### src/rtl/div_issue_ctrl_pkg.sv
// Shared definitions for the divider issue controller: state encoding,
// operand/tag widths, request payload layout and divider constants.
package div_issue_ctrl_pkg;

  localparam int unsigned MANT_W          = 24;
  localparam int unsigned TAG_W           = 4;
  localparam int unsigned REQ_W           = 2 * MANT_W + TAG_W;
  localparam int unsigned DIV_LATENCY_DEF = 17;

  // Quotient reported when the divisor is not normalized.
  localparam logic [MANT_W-1:0] DIV_ERR_Q = 24'hFFFFFF;

  typedef enum logic [1:0] {
    ST_IDLE  = 2'd0,
    ST_ISSUE = 2'd1,
    ST_WAIT  = 2'd2,
    ST_HOLD  = 2'd3
  } div_state_e;

  typedef struct packed {
    logic [MANT_W-1:0] a;
    logic [MANT_W-1:0] b;
    logic [TAG_W-1:0]  tag;
  } div_req_t;

  // A divisor is usable only when its hidden one is set.
  function automatic logic divisor_ok(input logic [MANT_W-1:0] b);
    return b[MANT_W-1];
  endfunction

endpackage

### src/rtl/div_req_fifo.sv
// Request FIFO for the divider issue controller; DEPTH entries of W bits,
// first-word-fall-through head, simultaneous push/pop allowed when full.
module div_req_fifo #(
  parameter int unsigned DEPTH = 4,
  parameter int unsigned W     = 52
) (
  input  logic         clk,
  input  logic         rst,
  input  logic         push,
  input  logic [W-1:0] push_data,
  input  logic         pop,
  output logic [W-1:0] head_data,
  output logic         full,
  output logic         empty
);

  localparam int unsigned PTR_W = (DEPTH > 1) ? $clog2(DEPTH) : 1;
  localparam int unsigned CNT_W = PTR_W + 1;

  logic [W-1:0]     mem [DEPTH];
  logic [PTR_W-1:0] wr_ptr;
  logic [PTR_W-1:0] rd_ptr;
  logic [CNT_W-1:0] count;
  logic             do_push;
  logic             do_pop;

  function automatic logic [PTR_W-1:0] ptr_inc(input logic [PTR_W-1:0] p);
    return (p == PTR_W'(DEPTH - 1)) ? '0 : p + PTR_W'(1);
  endfunction

  assign full      = (count == CNT_W'(DEPTH));
  assign empty     = (count == '0);
  assign do_pop    = pop && !empty;
  assign do_push   = push && (!full || do_pop);
  assign head_data = mem[rd_ptr];

  always_ff @(posedge clk) begin
    if (do_push) begin
      mem[wr_ptr] <= push_data;
    end
  end

  always_ff @(posedge clk or posedge rst) begin
    if (rst) begin
      wr_ptr <= '0;
      rd_ptr <= '0;
      count  <= '0;
    end else begin
      if (do_push) begin
        wr_ptr <= ptr_inc(wr_ptr);
      end
      if (do_pop) begin
        rd_ptr <= ptr_inc(rd_ptr);
      end
      if (do_push && !do_pop) begin
        count <= count + CNT_W'(1);
      end else if (do_pop && !do_push) begin
        count <= count - CNT_W'(1);
      end
    end
  end

endmodule

### src/rtl/div_issue_ctrl.sv
// Issues queued mantissa divisions to a fixed-latency divider one at a time
// and returns each quotient, or an error result for unnormalized divisors.
module div_issue_ctrl
  import div_issue_ctrl_pkg::*;
#(
  parameter int unsigned DEPTH       = 4,
  parameter int unsigned DIV_LATENCY = DIV_LATENCY_DEF
) (
  input  logic              clk,
  input  logic              rst,
  input  logic              req_valid,
  output logic              req_ready,
  input  logic [MANT_W-1:0] req_a,
  input  logic [MANT_W-1:0] req_b,
  input  logic [TAG_W-1:0]  req_tag,
  output logic              div_start,
  output logic [MANT_W-1:0] div_a,
  output logic [MANT_W-1:0] div_b,
  input  logic              div_busy,
  input  logic              div_stall,
  input  logic [MANT_W-1:0] div_q,
  output logic              rsp_valid,
  input  logic              rsp_ready,
  output logic [MANT_W-1:0] rsp_q,
  output logic [TAG_W-1:0]  rsp_tag,
  output logic              rsp_err
);

  localparam int unsigned CNT_W = $clog2(DIV_LATENCY + 1);

  div_state_e        state_q;
  div_state_e        state_d;
  logic [CNT_W-1:0]  cnt_q;
  logic [CNT_W-1:0]  cnt_d;
  div_req_t          push_req;
  div_req_t          head;
  logic [REQ_W-1:0]  push_bits;
  logic [REQ_W-1:0]  head_bits;
  logic              fifo_full;
  logic              fifo_empty;
  logic              push;
  logic              pop;
  logic              div_start_d;
  logic [MANT_W-1:0] div_a_d;
  logic [MANT_W-1:0] div_b_d;
  logic              rsp_valid_d;
  logic [MANT_W-1:0] rsp_q_d;
  logic [TAG_W-1:0]  rsp_tag_d;
  logic              rsp_err_d;

  assign req_ready = !fifo_full;
  assign push      = req_valid && !fifo_full;
  assign push_req  = '{a: req_a, b: req_b, tag: req_tag};
  assign push_bits = push_req;
  assign head      = div_req_t'(head_bits);

  div_req_fifo #(
    .DEPTH (DEPTH),
    .W     (REQ_W)
  ) u_req_fifo (
    .clk       (clk),
    .rst       (rst),
    .push      (push),
    .push_data (push_bits),
    .pop       (pop),
    .head_data (head_bits),
    .full      (fifo_full),
    .empty     (fifo_empty)
  );

  // Next-state and next-output logic; the head is popped when its response is produced.
  always_comb begin
    state_d     = state_q;
    cnt_d       = cnt_q;
    pop         = 1'b0;
    div_start_d = 1'b0;
    div_a_d     = div_a;
    div_b_d     = div_b;
    rsp_valid_d = rsp_valid;
    rsp_q_d     = rsp_q;
    rsp_tag_d   = rsp_tag;
    rsp_err_d   = rsp_err;

    case (state_q)
      ST_IDLE: begin
        if (!fifo_empty) begin
          if (!divisor_ok(head.b)) begin
            state_d     = ST_HOLD;
            pop         = 1'b1;
            rsp_valid_d = 1'b1;
            rsp_q_d     = DIV_ERR_Q;
            rsp_tag_d   = head.tag;
            rsp_err_d   = 1'b1;
          end else if (!div_busy && !div_stall) begin
            state_d     = ST_ISSUE;
            div_start_d = 1'b1;
            div_a_d     = head.a;
            div_b_d     = head.b;
          end
        end
      end
      ST_ISSUE: begin
        state_d = ST_WAIT;
        cnt_d   = CNT_W'(1);
      end
      ST_WAIT: begin
        if (cnt_q == CNT_W'(DIV_LATENCY)) begin
          state_d     = ST_HOLD;
          cnt_d       = '0;
          pop         = 1'b1;
          rsp_valid_d = 1'b1;
          rsp_q_d     = div_q;
          rsp_tag_d   = head.tag;
          rsp_err_d   = 1'b0;
        end else begin
          cnt_d = cnt_q + CNT_W'(1);
        end
      end
      ST_HOLD: begin
        if (rsp_ready) begin
          state_d     = ST_IDLE;
          rsp_valid_d = 1'b0;
        end
      end
      default: begin
        state_d = ST_IDLE;
      end
    endcase
  end

  always_ff @(posedge clk or posedge rst) begin
    if (rst) begin
      state_q   <= ST_IDLE;
      cnt_q     <= '0;
      div_start <= 1'b0;
      div_a     <= '0;
      div_b     <= '0;
      rsp_valid <= 1'b0;
      rsp_q     <= '0;
      rsp_tag   <= '0;
      rsp_err   <= 1'b0;
    end else begin
      state_q   <= state_d;
      cnt_q     <= cnt_d;
      div_start <= div_start_d;
      div_a     <= div_a_d;
      div_b     <= div_b_d;
      rsp_valid <= rsp_valid_d;
      rsp_q     <= rsp_q_d;
      rsp_tag   <= rsp_tag_d;
      rsp_err   <= rsp_err_d;
    end
  end

endmodule

### config.mk
export PLATFORM = sky130hd
export DESIGN_NAME = div_issue_ctrl
export DESIGN_NICKNAME = d
export VERILOG_FILES = /design/src/rtl/div_issue_ctrl_pkg.sv /design/src/rtl/div_req_fifo.sv /design/src/rtl/div_issue_ctrl.sv
export SDC_FILE = /design/constraint.sdc
export NUM_CORES = 1
export LEC_CHECK = 0
export CORE_MARGIN = 1.5
export CORE_UTILIZATION = 30
export CTS_CLUSTER_DIAMETER = 60
export CTS_CLUSTER_SIZE = 10
export DETAILED_ROUTE_END_ITERATION = 12
export PLACE_DENSITY_LB_ADDON = 0.12
export SLEW_MARGIN = 20
export SYNTH_ARGS = -nofsm -noshare
export SYNTH_HDL_FRONTEND = slang
export SYNTH_HIERARCHICAL = 1
export SYNTH_SLANG_ARGS = --single-unit
### constraint.sdc
create_clock -name clk -period 5.36 [get_ports clk]
set_input_delay 1.608 -clock clk [delete_from_list [all_inputs] [get_ports clk]]
set_output_delay 1.608 -clock clk [all_outputs]
set_load 0.01 [all_outputs]
* After elaboration in Yosys (flattened, before gate mapping)
Memory sizes are Yosys's and may differ from the RTL's.
Cells that the tools add are included.
** Word-level totals
- Memories kept :: 1
- Register bits :: 93
- Memory bits (read-only) :: 0
- Memory bits (writable) :: 208
- Latch bits :: 0
- Input port bits :: 82
** Memories
- u_req_fifo.mem :: depth 4, bits a word 52, read ports 1, clocked after Yosys merged registers in 0, wr ports 1, line div_req_fifo.sv:20 : logic [W-1:0] mem [DEPTH];
** Operators by class
- Reduce and logical (&&, ||, !) cells :: 23
- Divide/modulo/power cells :: 0
- $add $sub $neg :: 5
- Eq/ne operators :: 12
- Muxes and demuxes :: 37
- Shift operators :: 0
- $mul :: 0
- Bitwise logic cells :: 1
- $lt $le $gt $ge :: 0
** Operators with widths (number)
- $mux W24 :: 3
- $pmux W24 S2 :: 1
- $mux W1 :: 14
- $mux W2 :: 7
- $mux W4 :: 3
- $reduce_and A4 Y1 :: 3
- $pmux W5 S2 :: 1
- $eq A2 B2 Y1 const B :: 4
- $ne A2 B2 Y1 const B :: 4
- $pmux W2 S4 :: 1
- $pmux W4 S2 :: 1
- $logic_and A1 B1 Y1 :: 6
- $logic_not A1 Y1 :: 6
- $mux W3 :: 2
- $reduce_bool A2 Y1 :: 3
- $add A5 B1 Y5 const B :: 1
- $eq A5 B5 Y1 const B :: 1
- $mux W5 :: 1
- $reduce_and A5 Y1 :: 1
- $add A2 B1 Y2 const B :: 2
- $pmux W1 S2 :: 2
- $add A3 B1 Y3 const B :: 1
- $eq A3 B3 Y1 const B :: 1
- $logic_not A3 Y1 :: 1
- 8 further kinds :: 8

* Depth between registers and ports, before layout
An unclocked memory read counts as a cell.
- Depth in word-level cells :: 11
- Gate-level depth with buffers :: 13

* Hierarchy
Netlist, hierarchy kept.
** By module, submodules not included
- div_req_fifo :: instances 1, area an instance 8125.3 µm², cells each 310, seq. area each 6421.2 µm²
- div_issue_ctrl :: instances 1, area an instance 3440.8 µm², cells each 233, seq. area each 2152.1 µm²

* Least setup slack after synthesis
Ideal clock, no wire load.
- Path kind :: register to register
- Start point :: register u_req_fifo.rd_ptr[0]
- End point :: register u_req_fifo.count[2]
- Data required time :: 5.281 ns
- Stages on the path, launching flop included :: 14
- Clock period less this slack :: 3.291 ns
- Arrival :: 3.212 ns
- Setup slack :: 2.069 ns
- Cell sequence :: dfrtp_1 > buf_6 > buf_12 > mux4_2 > or3b_4 > o21ai_0 > inv_1 > a21boi_4 > ha_1 > inv_1 > fa_1 > xor2_1 > nor2_1 > xor2_1
** RTL lines
- from (decl) :: line div_req_fifo.sv:22 : logic [PTR_W-1:0] rd_ptr;
- from (signal assigned) :: line div_req_fifo.sv:53 : rd_ptr <= ptr_inc(rd_ptr);
- to (signal assigned) :: line div_req_fifo.sv:56 : count <= count + CNT_W'(1);
- to (signal assigned) :: line div_req_fifo.sv:58 : count <= count - CNT_W'(1);
- to (decl) :: line div_req_fifo.sv:23 : logic [CNT_W-1:0] count;

* Final worst setup path
- Start point :: register u_req_fifo.count[0]
- End point :: output port req_ready
** On the way
- Cells in the longest elaborated chain, start to end :: 2
** Ends and longest elaborated chain
- $eq A3 B3 Y1 :: line div_req_fifo.sv:31 : assign full = (count == CNT_W'(DEPTH));
- net fifo_full :: line div_issue_ctrl.sv:39 : logic fifo_full;
- $logic_not A1 Y1 :: line div_issue_ctrl.sv:51 : assign req_ready = !fifo_full;
- to (decl) :: line div_issue_ctrl.sv:12 : output logic req_ready,
The timed path passes the listed nets, and every way through them passes these cells.

==> results.tsv <==
metric	value	unit
FP Rows	71	
# fillers	3478	
Post-Layout Cell Count	1264	
fmax	289	MHz
initial antenna violation count	0	
Routed WL	24300	µm
register area share after synthesis	74.1	%
flops & latches, synth	301	
final setup TNS	0	ns
Setup crit start kind	flop	
Nets	820	
count of final hold-check violations	0	
Placed Cells incl. Taps	1196	
Syn-to-layout area delta	27.7	%
IR drop worst, VDD	0.305	mV
Synth Instances	543	
post-route antenna net violation count	0	
Die Span Y	199	µm
crit path kind	reg -> out	
post-route setup slack	1.90	ns
post-synth top area share	54.0	%
pre-CTS setup slack	1.60	ns
Synth Flop Type	edfxtp_1	
die area	39700	µm²
PD cells	533	nW/µm²
RSZ-0062 raised after global routing	false	
post-CTS sizing	0	
min-delay src	div_b[23]	
Max stage delay on crit path	0.48	ns
largest net degree at the start of global routing	55	
Initial Util	30.6	%
Post-CTS Hold Buffers	0	
number of max-cap violations	0	
Die Width	199	µm
Worst Path Required	3.75	ns
Clock Tree Root	clkbuf_16	
R2R setup slack	2.03	ns
Critical Path, Cell by Cell	nor3b_4 > inv_1 > clkdlybuf4s50_1	
TritonCTS clock tree	done	
cell area after layout	14800	µm²
Slew @ Worst Pin	0.938	ns
crit end category	primary output	
Clock Skews	0.0155	ns
Slew Limit Fails	0	
static leakage	0.00514	µW
dpl cell area	13600	µm²
number of flops mapped to enable cells by yosys	208	
status	finished, final reports clean	
worst hold path endpoint	div_b[23]	
vias in the first global route	6287	
most instantiated cells after synthesis	edfxtp_1 (208), dfrtp_1 (93), mux2_2 (49)	
clock-pin slew on the worst setup and hold paths	0.05	ns
slew margin rel.	37.4	%
# clock sinks	301	
Yosys cell types	48	
first-pass GRT wire length	36900	µm
DP Wirelength	14600	µm
CP max FO	5	
iteration-0 DRC count of the detailed router	270	
share of cells above drive strength 1	19.4	%
DRC	0	
Final Setup Violations	0	
vias per inst	4.53	
H-tree depth	2	
post-synth top area cell	edfxtp_1	
Mapped Area	11600	µm²
worst skew pair latency	0.52	ns
Synth area leaders	edfxtp_1 (54%), dfrtp_1 (20%), mux4_2 (5.6%)	
Avg Inst Size Synth	21.3	µm²
Hold Crit Class	reg -> reg	
Post-CTS Setup Inserts	0	
Yosys warnings	6	
most common cell in the synthesized netlist	edfxtp_1	
Core ar.	37800	µm²
cts bufs inserted	37	
clock buffer depth	3	
final period utilization	64.5	%
syn nets	638	
Boundary Pins	162	
worst-path cell with the longest stage delay	dfrtp_1	
port bufs	161	
DR WL/cell	19.2	µm
Hold Path Stages	1	
r2r endpoint	u_req_fifo/mem[1][51]	
Global Route Usage Sum	12.4	%
Worst Path Arrival	1.85	ns
TritonRoute pass-1 iters	4	
reg-to-reg startpoint	u_req_fifo/rd_ptr[0]	
Placer Congestion	0.686	
depth of the worst register-to-register path	6	
Async SR Flop Fraction	30.9	%
final core occ	39.0	%
fin crit period	3.46	ns
total grt overflow	0	
vias	5726	
Ant. Diodes	0	
## registers in the layout (all words and copies together) (netlist names)
| signal | cells |
|---|---|
| rsp_err | 1 |
| rsp_tag | 4 |
| div_a | 24 |
| rsp_q | 24 |
| div_start | 1 |
| u_req_fifo/wr_ptr | 2 |
| div_b | 24 |
| u_req_fifo/mem | 208 |
| rsp_valid | 1 |
| state_q | 2 |
| u_req_fifo/rd_ptr | 2 |
| cnt_q | 5 |
| u_req_fifo/count | 3 |
## how the worst max path moves through the flow
stage,end,startpoint,slack [ns],depth (start not counted)
6_report,req_ready,u_req_fifo/count[0],1.90,3
5_1_grt,req_ready,u_req_fifo/count[0],1.81,3
4_1_cts,req_ready,u_req_fifo/count[0],1.87,3
3_5_place_dp,u_req_fifo/mem[2][43],req_valid,1.60,4
3_3_place_gp,u_req_fifo/count[2],req_valid,1.61,9
2_1_floorplan,cnt_q[0],rst,1.53,1
## layer usage
metal | GRT usage [%] | part of all wire (%) | up-vias
li1 | - | - | 2551
met5 | 0 | 0 | -
met1 | 16.7 | 45 | 2961
met3 | 2.57 | 5.1 | 47
met4 | 3.76 | 2.4 | 0
met2 | 20.3 | 47 | 167
## final cells by class
class                      count  area, µm²  area share (%)
inverter                      13       51.3           0.347
clock inverter                 7        111           0.754
timing repair buffer         167       1670            11.3
multi-input combinational    205       2710            18.3
clock buffer                  60       1010            6.85
sequential                   301       8580            58.1
tap                          511        639            4.33
## kinds of logic (layout without fill, tap and decap cells)
| group | count (synthesis) | after routing | share of synthesized area (%) |
|---|---|---|---|
| AND/OR/NAND/NOR | 36 | 36 | 1.99 |
| multiplexers | 108 | 108 | 16.4 |
| adder cells (fa/ha/maj) | 13 | 13 | 1.47 |
| XOR/XNOR | 3 | 3 | 0.227 |
| flip-flops | 301 | 301 | 74.1 |
| AO/OA/AOI/OAI | 45 | 45 | 3.25 |
| buffers and inverters | 37 | 247 | 2.56 |
## report_power, final
part           switching [µW]  internal (µW)
combinational            1090           1140
sequential                221           3110
clock                     916           1400
total                    2230           5640
## per-stage QoR
step	total power, µW	hold WS [ns]
after detailed placement	5650	0.466
after CTS	8020	0.478
after global routing	8320	0.493
after global placement	5580	0.467
final	7870	0.479
after floorplan	4820	0.510
## cells in the final DEF (no fill, tap or decap), types with 2 or more instances in the layout
cell               n
a21o_1             2
a21oi_1            2
and2_4             5
buf_4              5
bufinv_16          2
clkbuf_1          23
clkbuf_16         37
clkdlybuf4s50_1  161
dfrtp_1           91
edfxtp_1         208
ha_1              12
inv_1             12
inv_6              2
mux2_1             4
mux2_2            49
mux2_4             2
mux4_1            23
mux4_2            29
nand2_1            7
nand2b_1           2
nand3_1            4
nor2_1             5
nor3_1             3
o21a_1             3
o21ai_0            5
o22a_1            24
o22ai_1            2
xor2_1             2
## worst max-delay path: cells and delay by family (launching register included)
family                 cells  cell delay [ns]
buffers and inverters      2             0.56
flip-flops                 1             0.48
AND/OR/NAND/NOR            1             0.31
(Power assumes the default switching activity.)
